## src/rtl/dmem_arb_pkg.sv

```systemverilog
// Shared constants and types for the dmem CPU/host arbiter.
package dmem_arb_pkg;

  localparam int unsigned DATA_W_DEF = 32;
  localparam int unsigned ADDR_W_DEF = 16;
  localparam int unsigned STARVE_W   = 8;

  // Bench "finish" mailbox: byte address on the bus and its word address
  localparam logic [31:0] FINISH_BADDR = 32'h0000_7fff;
  localparam logic [15:0] FINISH_WADDR = FINISH_BADDR[17:2];

  typedef enum logic {
    GSRC_CPU = 1'b0,
    GSRC_HST = 1'b1
  } gsrc_e;

endpackage

```

## src/rtl/dmem_arb_if.sv

```systemverilog
// CPU, host and memory-side signal bundle for the dmem arbiter.
interface dmem_arb_if
  import dmem_arb_pkg::*;
#(
  parameter int unsigned DATA_W = DATA_W_DEF,
  parameter int unsigned ADDR_W = ADDR_W_DEF
);

  logic              cpu_req;
  logic              cpu_we;
  logic [ADDR_W-1:0] cpu_addr;
  logic [DATA_W-1:0] cpu_wdata;
  logic [DATA_W-1:0] cpu_rdata;
  logic              cpu_stall;

  logic              hst_req;
  logic              hst_we;
  logic [ADDR_W-1:0] hst_addr;
  logic [DATA_W-1:0] hst_wdata;
  logic              hst_gnt;
  logic [DATA_W-1:0] hst_rdata;
  logic              hst_rvalid;

  logic [ADDR_W-1:0] mem_a;
  logic [DATA_W-1:0] mem_wd;
  logic              mem_we;
  logic [DATA_W-1:0] mem_rd;

  // Requesters and memory side
  modport master (
    output cpu_req, cpu_we, cpu_addr, cpu_wdata,
    output hst_req, hst_we, hst_addr, hst_wdata,
    output mem_rd,
    input  cpu_rdata, cpu_stall,
    input  hst_gnt, hst_rdata, hst_rvalid,
    input  mem_a, mem_wd, mem_we
  );

  // Arbiter side
  modport slave (
    input  cpu_req, cpu_we, cpu_addr, cpu_wdata,
    input  hst_req, hst_we, hst_addr, hst_wdata,
    input  mem_rd,
    output cpu_rdata, cpu_stall,
    output hst_gnt, hst_rdata, hst_rvalid,
    output mem_a, mem_wd, mem_we
  );

endinterface

```

## src/rtl/dmem_arb_starve.sv

```systemverilog
// Host starvation tracker: raises a one-cycle forced-host-slot flag after
// STARVE_MAX consecutive denied host-request cycles.
module dmem_arb_starve
  import dmem_arb_pkg::*;
#(
  parameter int unsigned STARVE_MAX = 8
) (
  input  logic clk,
  input  logic rst,
  input  logic i_hst_req,
  input  logic i_hst_gnt,
  output logic o_force
);

  logic [STARVE_W-1:0] r_cnt;
  logic [STARVE_W-1:0] w_cnt_nxt;
  logic                r_force;
  logic                w_force_nxt;
  logic                w_denied;

  assign w_denied = i_hst_req & ~i_hst_gnt;

  // Any grant or idle host cycle clears both counter and flag
  always_comb begin
    w_cnt_nxt   = '0;
    w_force_nxt = 1'b0;
    if (w_denied) begin
      w_cnt_nxt   = (&r_cnt) ? r_cnt : r_cnt + STARVE_W'(1);
      w_force_nxt = (r_cnt == STARVE_W'(STARVE_MAX - 1));
    end
  end

  always_ff @(posedge clk or posedge rst) begin
    if (rst) begin
      r_cnt   <= '0;
      r_force <= 1'b0;
    end else begin
      r_cnt   <= w_cnt_nxt;
      r_force <= w_force_nxt;
    end
  end

  assign o_force = r_force;

endmodule

```

## src/rtl/dmem_arb.sv

```systemverilog
// Two-requester dmem arbiter: CPU has priority, host gets a forced slot when
// starved. Optional statistics counters are built with DMEM_ARB_STAT_EN.
module dmem_arb
  import dmem_arb_pkg::*;
#(
  parameter int unsigned DATA_W     = DATA_W_DEF,
  parameter int unsigned ADDR_W     = ADDR_W_DEF,
  parameter int unsigned STARVE_MAX = 8
) (
  input  logic       clk,
  input  logic       rst,
  dmem_arb_if.slave  bus
`ifdef DMEM_ARB_STAT_EN
  ,
  output logic [31:0] stat_stall,
  output logic [31:0] stat_hgnt
`endif
);

  logic              w_force;
  logic              w_gnt;
  logic              w_stall;
  gsrc_e             w_gsrc;
  logic [ADDR_W-1:0] w_mem_a;
  logic [DATA_W-1:0] w_mem_wd;
  logic              w_mem_we;
  logic              r_rvalid;
  logic [DATA_W-1:0] r_rdata;

  dmem_arb_starve #(
    .STARVE_MAX (STARVE_MAX)
  ) u_starve (
    .clk       (clk),
    .rst       (rst),
    .i_hst_req (bus.hst_req),
    .i_hst_gnt (w_gnt),
    .o_force   (w_force)
  );

  assign w_gnt   = ~rst & bus.hst_req & (~bus.cpu_req | w_force);
  assign w_stall = ~rst & bus.cpu_req & w_gnt;
  assign w_gsrc  = w_gnt ? GSRC_HST : GSRC_CPU;

  // Memory port steering
  always_comb begin
    w_mem_a  = bus.cpu_addr;
    w_mem_wd = bus.cpu_wdata;
    w_mem_we = bus.cpu_req & bus.cpu_we & ~rst;
    if (w_gsrc == GSRC_HST) begin
      w_mem_a  = bus.hst_addr;
      w_mem_wd = bus.hst_wdata;
      w_mem_we = bus.hst_we;
    end
  end

  // Host read data is captured at the edge closing the granted cycle
  always_ff @(posedge clk or posedge rst) begin
    if (rst) begin
      r_rvalid <= 1'b0;
      r_rdata  <= '0;
    end else begin
      r_rvalid <= w_gnt & ~bus.hst_we;
      if (w_gnt & ~bus.hst_we) begin
        r_rdata <= bus.mem_rd;
      end
    end
  end

  assign bus.mem_a      = w_mem_a;
  assign bus.mem_wd     = w_mem_wd;
  assign bus.mem_we     = w_mem_we;
  assign bus.cpu_rdata  = bus.mem_rd;
  assign bus.cpu_stall  = w_stall;
  assign bus.hst_gnt    = w_gnt;
  assign bus.hst_rdata  = r_rdata;
  assign bus.hst_rvalid = r_rvalid;

`ifdef DMEM_ARB_STAT_EN
  logic [31:0] r_stat_stall;
  logic [31:0] r_stat_hgnt;

  always_ff @(posedge clk or posedge rst) begin
    if (rst) begin
      r_stat_stall <= '0;
      r_stat_hgnt  <= '0;
    end else begin
      if (w_stall && !(&r_stat_stall)) r_stat_stall <= r_stat_stall + 32'd1;
      if (w_gnt && !(&r_stat_hgnt))    r_stat_hgnt  <= r_stat_hgnt + 32'd1;
    end
  end

  assign stat_stall = r_stat_stall;
  assign stat_hgnt  = r_stat_hgnt;
`endif

endmodule

```

## src/flat_wrapper.sv

```systemverilog
// flat-port wrapper written by rule: the top's interface ports become plain ports
module dmem_arb_flat import dmem_arb_pkg::*;
#(
  parameter int unsigned DATA_W     = DATA_W_DEF,
  parameter int unsigned ADDR_W     = ADDR_W_DEF,
  parameter int unsigned STARVE_MAX = 8
)
  (clk, rst, bus_cpu_req, bus_cpu_we, bus_cpu_addr, bus_cpu_wdata, bus_hst_req, bus_hst_we, bus_hst_addr, bus_hst_wdata, bus_mem_rd, bus_cpu_rdata, bus_cpu_stall, bus_hst_gnt, bus_hst_rdata, bus_hst_rvalid, bus_mem_a, bus_mem_wd, bus_mem_we);
  dmem_arb_if #(.DATA_W(DATA_W), .ADDR_W(ADDR_W)) bus_i ();
  input  logic clk;
  input  logic rst;
  input wire logic [$bits(bus_i.cpu_req)-1:0] bus_cpu_req;
  input wire logic [$bits(bus_i.cpu_we)-1:0] bus_cpu_we;
  input wire logic [$bits(bus_i.cpu_addr)-1:0] bus_cpu_addr;
  input wire logic [$bits(bus_i.cpu_wdata)-1:0] bus_cpu_wdata;
  input wire logic [$bits(bus_i.hst_req)-1:0] bus_hst_req;
  input wire logic [$bits(bus_i.hst_we)-1:0] bus_hst_we;
  input wire logic [$bits(bus_i.hst_addr)-1:0] bus_hst_addr;
  input wire logic [$bits(bus_i.hst_wdata)-1:0] bus_hst_wdata;
  input wire logic [$bits(bus_i.mem_rd)-1:0] bus_mem_rd;
  output wire logic [$bits(bus_i.cpu_rdata)-1:0] bus_cpu_rdata;
  output wire logic [$bits(bus_i.cpu_stall)-1:0] bus_cpu_stall;
  output wire logic [$bits(bus_i.hst_gnt)-1:0] bus_hst_gnt;
  output wire logic [$bits(bus_i.hst_rdata)-1:0] bus_hst_rdata;
  output wire logic [$bits(bus_i.hst_rvalid)-1:0] bus_hst_rvalid;
  output wire logic [$bits(bus_i.mem_a)-1:0] bus_mem_a;
  output wire logic [$bits(bus_i.mem_wd)-1:0] bus_mem_wd;
  output wire logic [$bits(bus_i.mem_we)-1:0] bus_mem_we;
  assign bus_i.cpu_req = bus_cpu_req;
  assign bus_i.cpu_we = bus_cpu_we;
  assign bus_i.cpu_addr = bus_cpu_addr;
  assign bus_i.cpu_wdata = bus_cpu_wdata;
  assign bus_i.hst_req = bus_hst_req;
  assign bus_i.hst_we = bus_hst_we;
  assign bus_i.hst_addr = bus_hst_addr;
  assign bus_i.hst_wdata = bus_hst_wdata;
  assign bus_i.mem_rd = bus_mem_rd;
  assign bus_cpu_rdata = bus_i.cpu_rdata;
  assign bus_cpu_stall = bus_i.cpu_stall;
  assign bus_hst_gnt = bus_i.hst_gnt;
  assign bus_hst_rdata = bus_i.hst_rdata;
  assign bus_hst_rvalid = bus_i.hst_rvalid;
  assign bus_mem_a = bus_i.mem_a;
  assign bus_mem_wd = bus_i.mem_wd;
  assign bus_mem_we = bus_i.mem_we;
  dmem_arb #(.DATA_W(DATA_W), .ADDR_W(ADDR_W), .STARVE_MAX(STARVE_MAX)) u_core (.clk(clk), .rst(rst), .bus(bus_i));
endmodule
```

## config.mk

```make
export PLATFORM = sky130hd
export DESIGN_NAME = dmem_arb_flat
export DESIGN_NICKNAME = d
export VERILOG_FILES = /design/src/rtl/dmem_arb_pkg.sv /design/src/rtl/dmem_arb_if.sv /design/src/rtl/dmem_arb_starve.sv /design/src/rtl/dmem_arb.sv /design/src/flat_wrapper.sv
export SDC_FILE = /design/constraint.sdc
export NUM_CORES = 1
export LEC_CHECK = 0
export BUFFER_PORTS_ARGS = -buffer_cell sky130_fd_sc_hd__buf_2
export CELL_PAD_IN_SITES_DETAIL_PLACEMENT = 1
export CELL_PAD_IN_SITES_GLOBAL_PLACEMENT = 1
export CORE_UTILIZATION = 25
export CTS_CLUSTER_DIAMETER = 120
export CTS_CLUSTER_SIZE = 40
export DETAILED_ROUTE_END_ITERATION = 6
export PLACE_DENSITY_LB_ADDON = 0.08
export SYNTH_ARGS = -nofsm -noshare
export SYNTH_HDL_FRONTEND = slang
export SYNTH_SLANG_ARGS = --single-unit
export TNS_END_PERCENT = 20
```

## constraint.sdc

```tcl
create_clock -name clk -period 2.7 [get_ports clk]
set_input_delay 0.135 -clock clk [delete_from_list [all_inputs] [get_ports clk]]
set_output_delay 0.135 -clock clk [all_outputs]
set_load 0.1 [all_outputs]
```

# Yosys cells after proc, flatten, opt, wreduce, memory -nomap -nowiden
# Cells that the tools add are included.
# W data, S select, Z words.
[op_classes]
reduce_logical = 1
n_eq_ne = 2
bitwise = 13
muxes = 7
add_sub_neg = 1
[op_table]
columns = ["op", "n"]
rows = [
  ["$mux W32", 1],
  ["$mux W16", 1],
  ["$mux W8", 2],
  ["$add A8 B1 Y8 const B", 1],
  ["$and A1 B1 Y1", 8],
  ["$eq A8 B3 Y1 const B", 1],
  ["$reduce_and A8 Y1", 1],
  ["$not A1 Y1", 4],
  ["$mux W1", 3],
  ["$ne A2 B2 Y1 const B", 1],
  ["$or A1 B1 Y1", 1],
]
[word_totals]
wordCells = 28
register_bits = 42

# Longest topological paths before layout
# Gate-level depths: netlist (run 1).
[logic_depth]
word_depth = 6
depth_mapped = 6
mapped_depth_nobuf = 4

# Modules after synthesis
# Synthesis (run 1) repeated with hierarchy kept, for this count alone.
[unflattened]
cells_unflattened = 210
hier_area_um2 = 2655.0
[by_module_without_submodules]
columns = ["module", "cells_per_inst", "n_inst", "area_each_um2"]
rows = [
  ["dmem_arb", 163, 1, 2188.3],
  ["dmem_arb_starve", 47, 1, 466.7],
]

# Worst setup path before layout (run 1)
# OpenSTA, ideal clock, no wires.
[synth_path]
path_type = "input port to output port"
start = "in rst"
end = "out bus_cpu_stall"
n_path_buf = 2
required_time_ns = 2.565
slack_ns = -0.657
arrival_time_ns = 3.222
stages = 6
cell_sequence = "clkbuf_1 inv_1 nand3b_1 buf_2 inv_1 and2_1"
[synth_between]
elab_chain_cells = 4
[synth_lines]
columns = ["element", "line", "rtl"]
rows = [
  ["start, declared", "flat_wrapper.sv:11", "input logic rst;"],
  ["$not A1 Y1", "dmem_arb.sv:40", "assign w_gnt = ~rst & bus.hst_req & (~bus.cpu_req | w_force);"],
  ["$and A1 B1 Y1 (2 in a row)", "dmem_arb.sv:40", ""],
  ["net bus_hst_gnt", "flat_wrapper.sv:23", "output wire logic [$bits(bus_i.hst_gnt)-1:0] bus_hst_gnt;"],
  ["$and A1 B1 Y1", "dmem_arb.sv:41", "assign w_stall = ~rst & bus.cpu_req & w_gnt;"],
  ["end, declared", "flat_wrapper.sv:22", "output wire logic [$bits(bus_i.cpu_stall)-1:0] bus_cpu_stall;"],
]
# The timed path passes the listed nets, and every way through them passes these cells.

# Worst setup path in the final report (run 1)
[layout_path]
start = "reg u_core.u_starve.r_force, in the netlist u_core.u_starve.o_force"
end = "out bus_mem_wd[8]"
[layout_between]
elab_chain_cells = 4
[layout_lines]
columns = ["element", "line", "rtl"]
rows = [
  ["start, declared", "dmem_arb_starve.sv:17", "logic r_force;"],
  ["start signal, assigned", "dmem_arb_starve.sv:39", "r_force <= w_force_nxt;"],
  ["$or A1 B1 Y1", "dmem_arb.sv:40", ""],
  ["$and A1 B1 Y1", "dmem_arb.sv:40", ""],
  ["$mux W1", "dmem_arb.sv:42", "assign w_gsrc = w_gnt ? GSRC_HST : GSRC_CPU;"],
  ["$mux W32", "dmem_arb.sv:49", "if (w_gsrc == GSRC_HST) begin"],
  ["end, declared", "flat_wrapper.sv:27", "output wire logic [$bits(bus_i.mem_wd)-1:0] bus_mem_wd;"],
]
# Every way passes these cells.

==> results of run 1 <==
layout make-up:
cell class	count	area, sq um	area share (%)
Multi-Input combinational cell	124	1210	31.3
Timing Repair Buffer	253	1290	33.5
Clock inverter	3	43.8	1.14
Tap cell	133	166	4.33
Clock buffer	5	68.8	1.79
Sequential cell	42	1050	27.3
Inverter	5	22.5	0.585
worst paths after layout:
check	to	slack, ps	cells after the start
max	bus_mem_wd[8]	260	5
min	u_core.bus.hst_rdata[31]	60	2
max reg2reg	u_core.bus.hst_rdata[23]	870	5
min reg2reg	u_core.bus.hst_rdata[31]	490	1
max in group asynchronous	u_core.bus.hst_rdata[22]	2230	3
min in group asynchronous	u_core.u_starve.o_force	80	3
layer usage:
metal	global-route usage (%)	vias to the layer above
met5	0	-
met4	3.57	0
met3	3.52	10
met2	28.1	106
met1	17.8	1153
li1	-	1168
critical path, cell delays in order, from the launching register on:
cell and delay [ps]:
dfrtp_1 370, nor2b_1 450, nand3b_1 230, buf_12 270, mux2_2 370, buf_2 290
synthesized netlist by cell type, types with 3 or more instances:
cell type	number	area, sq um
dfrtp_1	42	1050
nor3_1	3	15.0
a21oi_1	6	30.0
mux2_1	28	315
buf_2	6	30.0
mux2_2	52	586
buf_4	32	240
clkbuf_1	3	11.3
nand3_1	7	35.0
inv_1	5	18.8
buf_6	3	33.8
o211ai_1	4	30.0
power breakdown:
| part | switching, mW | internal [mW] | total, mW |
|---|---|---|---|
| clock | 0.231 | 0.277 | 0.508 |
| combinational | 1.58 | 0.305 | 1.88 |
| sequential | 0.0455 | 0.737 | 0.782 |
stage by stage:
stage / utilization [%] / hold slack, ps / cell area, sq um / setup TNS, ps
4_1_cts: 38.8 / 50.4 / 3850 / 0
6_report: 38.8 / 61.4 / 3850 / 0
5_1_grt: 38.8 / 52.1 / 3850 / 0
2_1_floorplan: - / 270 / 2590 / -180
3_5_place_dp: 37.7 / 370 / 3730 / 0
3_3_place_gp: 37.7 / 362 / 3730 / 0
flip-flops by register name, indices dropped and copies added, names as in the netlist:
signal / flops
u_core.u_starve.o_force: 1
u_core.bus.hst_rdata: 32
u_core.u_starve.r_cnt: 8
u_core.bus.hst_rvalid: 1
cell families (layout without fill, tap and decap cells):
family / count (synthesis) / count (layout)
compound gates: 16 / 16
mux: 82 / 82
simple gates: 25 / 25
fa+ha+maj: 1 / 1
flops: 42 / 42
buf+inv: 49 / 266
==> reports/qor.csv, run 1 <==
metric,value,unit
worst_pin_slew,566,ps
cts_resized,0,
vias,2437,
postCtsSetupBuffers,0,
grt_max_degree,51,
pre_cts_ws,585,ps
syn_area,2590,sq um
ys_warn_count,0,
drt_iter0_markers,76,
p_leak,2.03,nW
synth_nets,350,
worstPathMaxFanout,50,
fin_ws,263,ps
grt_pass1_vias,2439,
hp-start,bus_mem_rd[31],
status,completed,
synth_xor_area_share,0,%
fill_cells,1195,
cts.clk_slew.worst_paths,90,ps
wl_met2,4380,microns
wl_met1,3270,microns
wire_per_inst,14.6,microns
grt_antenna_before_repair,0,
stdcell_count,565,
ys_seq_area_share,40.6,%
synth_cells,215,
required,2570,ps
worstSetupPathType,flop to primary output,
syn_to_final_growth,48.8,%
core_area,9910,sq um
drive_gt1_share,73.6,%
nNetsFinal,566,
hpwl,6890,microns
worstPathArrival,2300,ps
worstReg2RegStart,u_core.u_starve.o_force,
ir_drop,0.349,mV
fin_crit_sh,90.3,%
fin_skew,7.53,ps
cts_buffers,5,
detail_route.vias_per_cell,4.31,
worstSetupStartpointType,flop,
drtPass1Iterations,4,
synth_compound_area_share,4.06,%
yosysUniqueCellTypes,32,
tritoncts,built,
total_power,3.17,mW
synth_edf_count,0,
grt_pass1_wl,13100,microns
drt_wl_total,8250,microns
synth_top_family_by_area,multiplexers,
gp_congestion,0.813,
final_cell_mix,"249 x buf_2, 52 x mux2_2, 42 x dfrtp_1",
cp-end-kind,primary output,
clk_path_buf_depth,2,
cap_viol_max_count,0,
ant_nets,0,
placementRows,36,
synth_fa_ha_area_share,0.484,%
postCtsHoldBufs,0,
diodes,0,
cts_sinks,42,
hold_viol,0,
rsz0062_at_grt,false,
finalSetupViolCount,0,
min_period,2440,ps
synth_mux_area_share,35.6,%
die_h,104,microns
yosys_most_used_dff,dfrtp_1,
ys_ff_latch,42,
start_util,26.1,%
p_per_area,825,nW/um^2
io_pins,250,
wl_met3,500,microns
htreeDepth,2,
dp_cells,557,
hold_class,primary input to flop,
report.final.slew_viol_count,0,
synthArstFlopShare,100,%
synth.avg_cell_area,12.0,sq um
dieArea,10800,sq um
clk_latency,300,ps
crit_start,u_core.u_starve.o_force,
dieWidth,104,microns
yosys.area_share.simple,6.29,%
cts_root_buffer,clkbuf_8,
placement.io_buffers,249,
max_clock_freq,410,MHz
relSlewSlack,62.0,%
maxUsedRoutingLayer,met4,
grt.total_usage,15.3,%
drt_drc_violations_left,0,
final_common_cell,buf_2,
grt-ovfl-total,0,
Power figures use the tool's default switching activity.
==> inputs of run 2 (changes only) <==
Settings changed: CORE_UTILIZATION 25 to 26, SYNTH_HIERARCHICAL set to 1.
==> run 2 against run 1 <==
Compared with the run above:
- hold slack better by 25 ps
- count of clock-buffer cells in the layout stayed put
- register-to-register slack hardly changed
- critical path depth is 2 higher
- clock power is 21% lower
==> reports/qor.csv, run 2 <==
metric,value,unit
status,completed,
synth_top_area_cell,dfrtp_1,
wire_per_inst,18.2,microns
die_h,103,microns
syn_area,2660,sq um
fill_cells,1114,
worstSetupPathType,primary input to primary output,
required,2570,ps
p_leak,2.40,nW
synth_top_area_share,39.6,%
start_util,27.0,%
synth_edf_count,0,
synth_mux_area_share,37.9,%
synth_fa_ha_area_share,0.471,%
cts_root_buffer,clkbuf_8,
relSlewSlack,62.1,%
finalInstanceArea,4680,sq um
yosys.area_share.simple,6.13,%
synth_top_family_by_area,multiplexers,
ant_nets,0,
worstSetupStartpointType,primary input,
grt-ovfl-total,0,
report.final.slew_viol_count,0,
clk_latency,290,ps
cp-end-kind,primary output,
tritoncts,built,
syn_to_final_growth,76.2,%
detail_route.vias_per_cell,4.35,
ir_drop,0.351,mV
placement.io_buffers,249,
final_cell_mix,"198 x buf_2, 52 x buf_12, 52 x mux2_2",
ys_seq_area_share,39.6,%
vias,2460,
grt_pass1_wl,14600,microns
yosysUniqueCellTypes,28,
drtPass1Iterations,3,
max_clock_freq,431,MHz
yosys_most_used_dff,dfrtp_1,
dieWidth,103,microns
total_power,3.38,mW
dieArea,10600,sq um
core_area,9820,sq um
cts_resized,0,
synth.avg_cell_area,12.6,sq um
fin_skew,1.61,ps
worstPathArrival,2190,ps
hpwl,8900,microns
synthArstFlopShare,100,%
drt_wl_total,10300,microns
synth_xor_area_share,0,%
synth_cells,210,
min_period,2320,ps
postCtsSetupBuffers,0,
grt_antenna_before_repair,0,
grt_max_degree,36,
synth_compound_area_share,3.11,%
drt_drc_violations_left,0,
synth_nets,345,
p_per_area,722,nW/um^2
clk_path_buf_depth,2,
ys_warn_count,6,
synth_top_cells_by_count,"52 x mux2_2, 42 x dfrtp_1, 34 x buf_4, 28 x mux2_4",
nNetsFinal,565,
fin_crit_sh,86.0,%
finalSetupViolCount,0,
worst_pin_slew,569,ps
hold_class,primary input to flop,
final_common_cell,buf_2,
drt_iter0_markers,54,
htreeDepth,2,
drive_gt1_share,81.0,%
grt.total_usage,18.7,%
io_pins,250,
holdWs,86.9,ps
gp_congestion,0.837,
hold_viol,0,
cts_sinks,42,
grt_pass1_vias,2568,
dpl_cell_area,4580,sq um
cts.clk_slew.worst_paths,80,ps
final_core_util,47.6,%
yosysMostFrequentCell,mux2_2,
ys_ff_latch,42,
synthTopCellsByArea,"dfrtp_1 40%, mux2_2 22%, mux2_4 16%",
largest_reg_flops,32,
rsz0062_at_grt,false,
placementRows,36,
cap_viol_max_count,0,
worstPathMaxFanout,35,
cts_buffers,5,
## run 2: changes by cell type after synthesis, sizes merged, moves of 3 or more
cell    previous run  this run
a31oi              0         5
nand3              7         4
and3               1         4
a21oi              6         3
o211ai             4         0
clkbuf             3         0
o21ai              1         4
## run 2: kinds of logic (layout without fill, tap and decap cells)
| group | Yosys count | count (layout) |
|---|---|---|
| DFF | 42 | 42 |
| buffers and inverters | 47 | 268 |
| muxes | 80 | 80 |
| and+or+nand+nor | 26 | 26 |
| other | 0 | 2 |
| AOI/OAI and AO/OA | 14 | 14 |
| adders and majority gates | 1 | 1 |
## run 2: metrics by stage
| step | worst slack [ps] | setup TNS (ps) | std cells |
|---|---|---|---|
| final | 379 | 0 | 566 |
| after CTS | 335 | 0 | 564 |
| after detailed placement | 838 | 0 | 555 |
| after floorplan | -127 | -127 | 210 |
| after global routing | 223 | 0 | 564 |
| after global placement | 843 | 0 | 555 |
## run 2: critical path: stages
cell	delay [ps]
dlygate4sd3_1	530
buf_2	130
inv_1	110
nand3_2	400
buf_12	350
mux2_2	330
buf_12	180
## run 2: per-layer routing
layer / vias up / track usage [%] / routed length, microns
li1: 1160 / - / -
met1: 1191 / 21.3 / 3880
met2: 105 / 32.6 / 5470
met3: 4 / 8.68 / 949
met4: 0 / 2.38 / 23
met5: - / 0 / 0
## run 2: cell type report
| type | count | area [sq um] | area share, % |
|---|---|---|---|
| diodes | 2 | 5.00 | 0.107 |
| inverters | 4 | 15.0 | 0.321 |
| well taps | 133 | 166 | 3.56 |
| flip-flops and latches | 42 | 1050 | 22.5 |
| clock inverters | 3 | 18.8 | 0.401 |
| repair buffers | 256 | 2080 | 44.5 |
| multi-input cells | 121 | 1270 | 27.2 |
| clock buffers | 5 | 68.8 | 1.47 |
## run 2: power by group
part	internal (mW)	switching, mW	leakage (nW)
registers	0.738	0.0603	0.521
clock network	0.182	0.220	0.0483
logic	0.546	1.63	1.83
## run 2: timing repair
item,CTS,global route
setup endpoints to repair,0,0
hold buffers,1,0
hold endpoints to repair,42,0
## run 2: final timing paths
check | from | to | slack [ps] | depth (start not counted)
min in group asynchronous | rst | u_core/u_starve/r_cnt[5] | 380 | 3
hold / removal | bus_mem_rd[31] | u_core/bus.hst_rdata[31] | 90 | 2
hold reg to reg | u_core/bus.hst_rdata[1] | u_core/bus.hst_rdata[1] | 510 | 1
max in group asynchronous | rst | u_core/bus.hst_rdata[11] | 1960 | 4
setup reg to reg | u_core/u_starve/o_force | u_core/bus.hst_rdata[27] | 860 | 4
setup / recovery | rst | bus_mem_wd[16] | 380 | 7
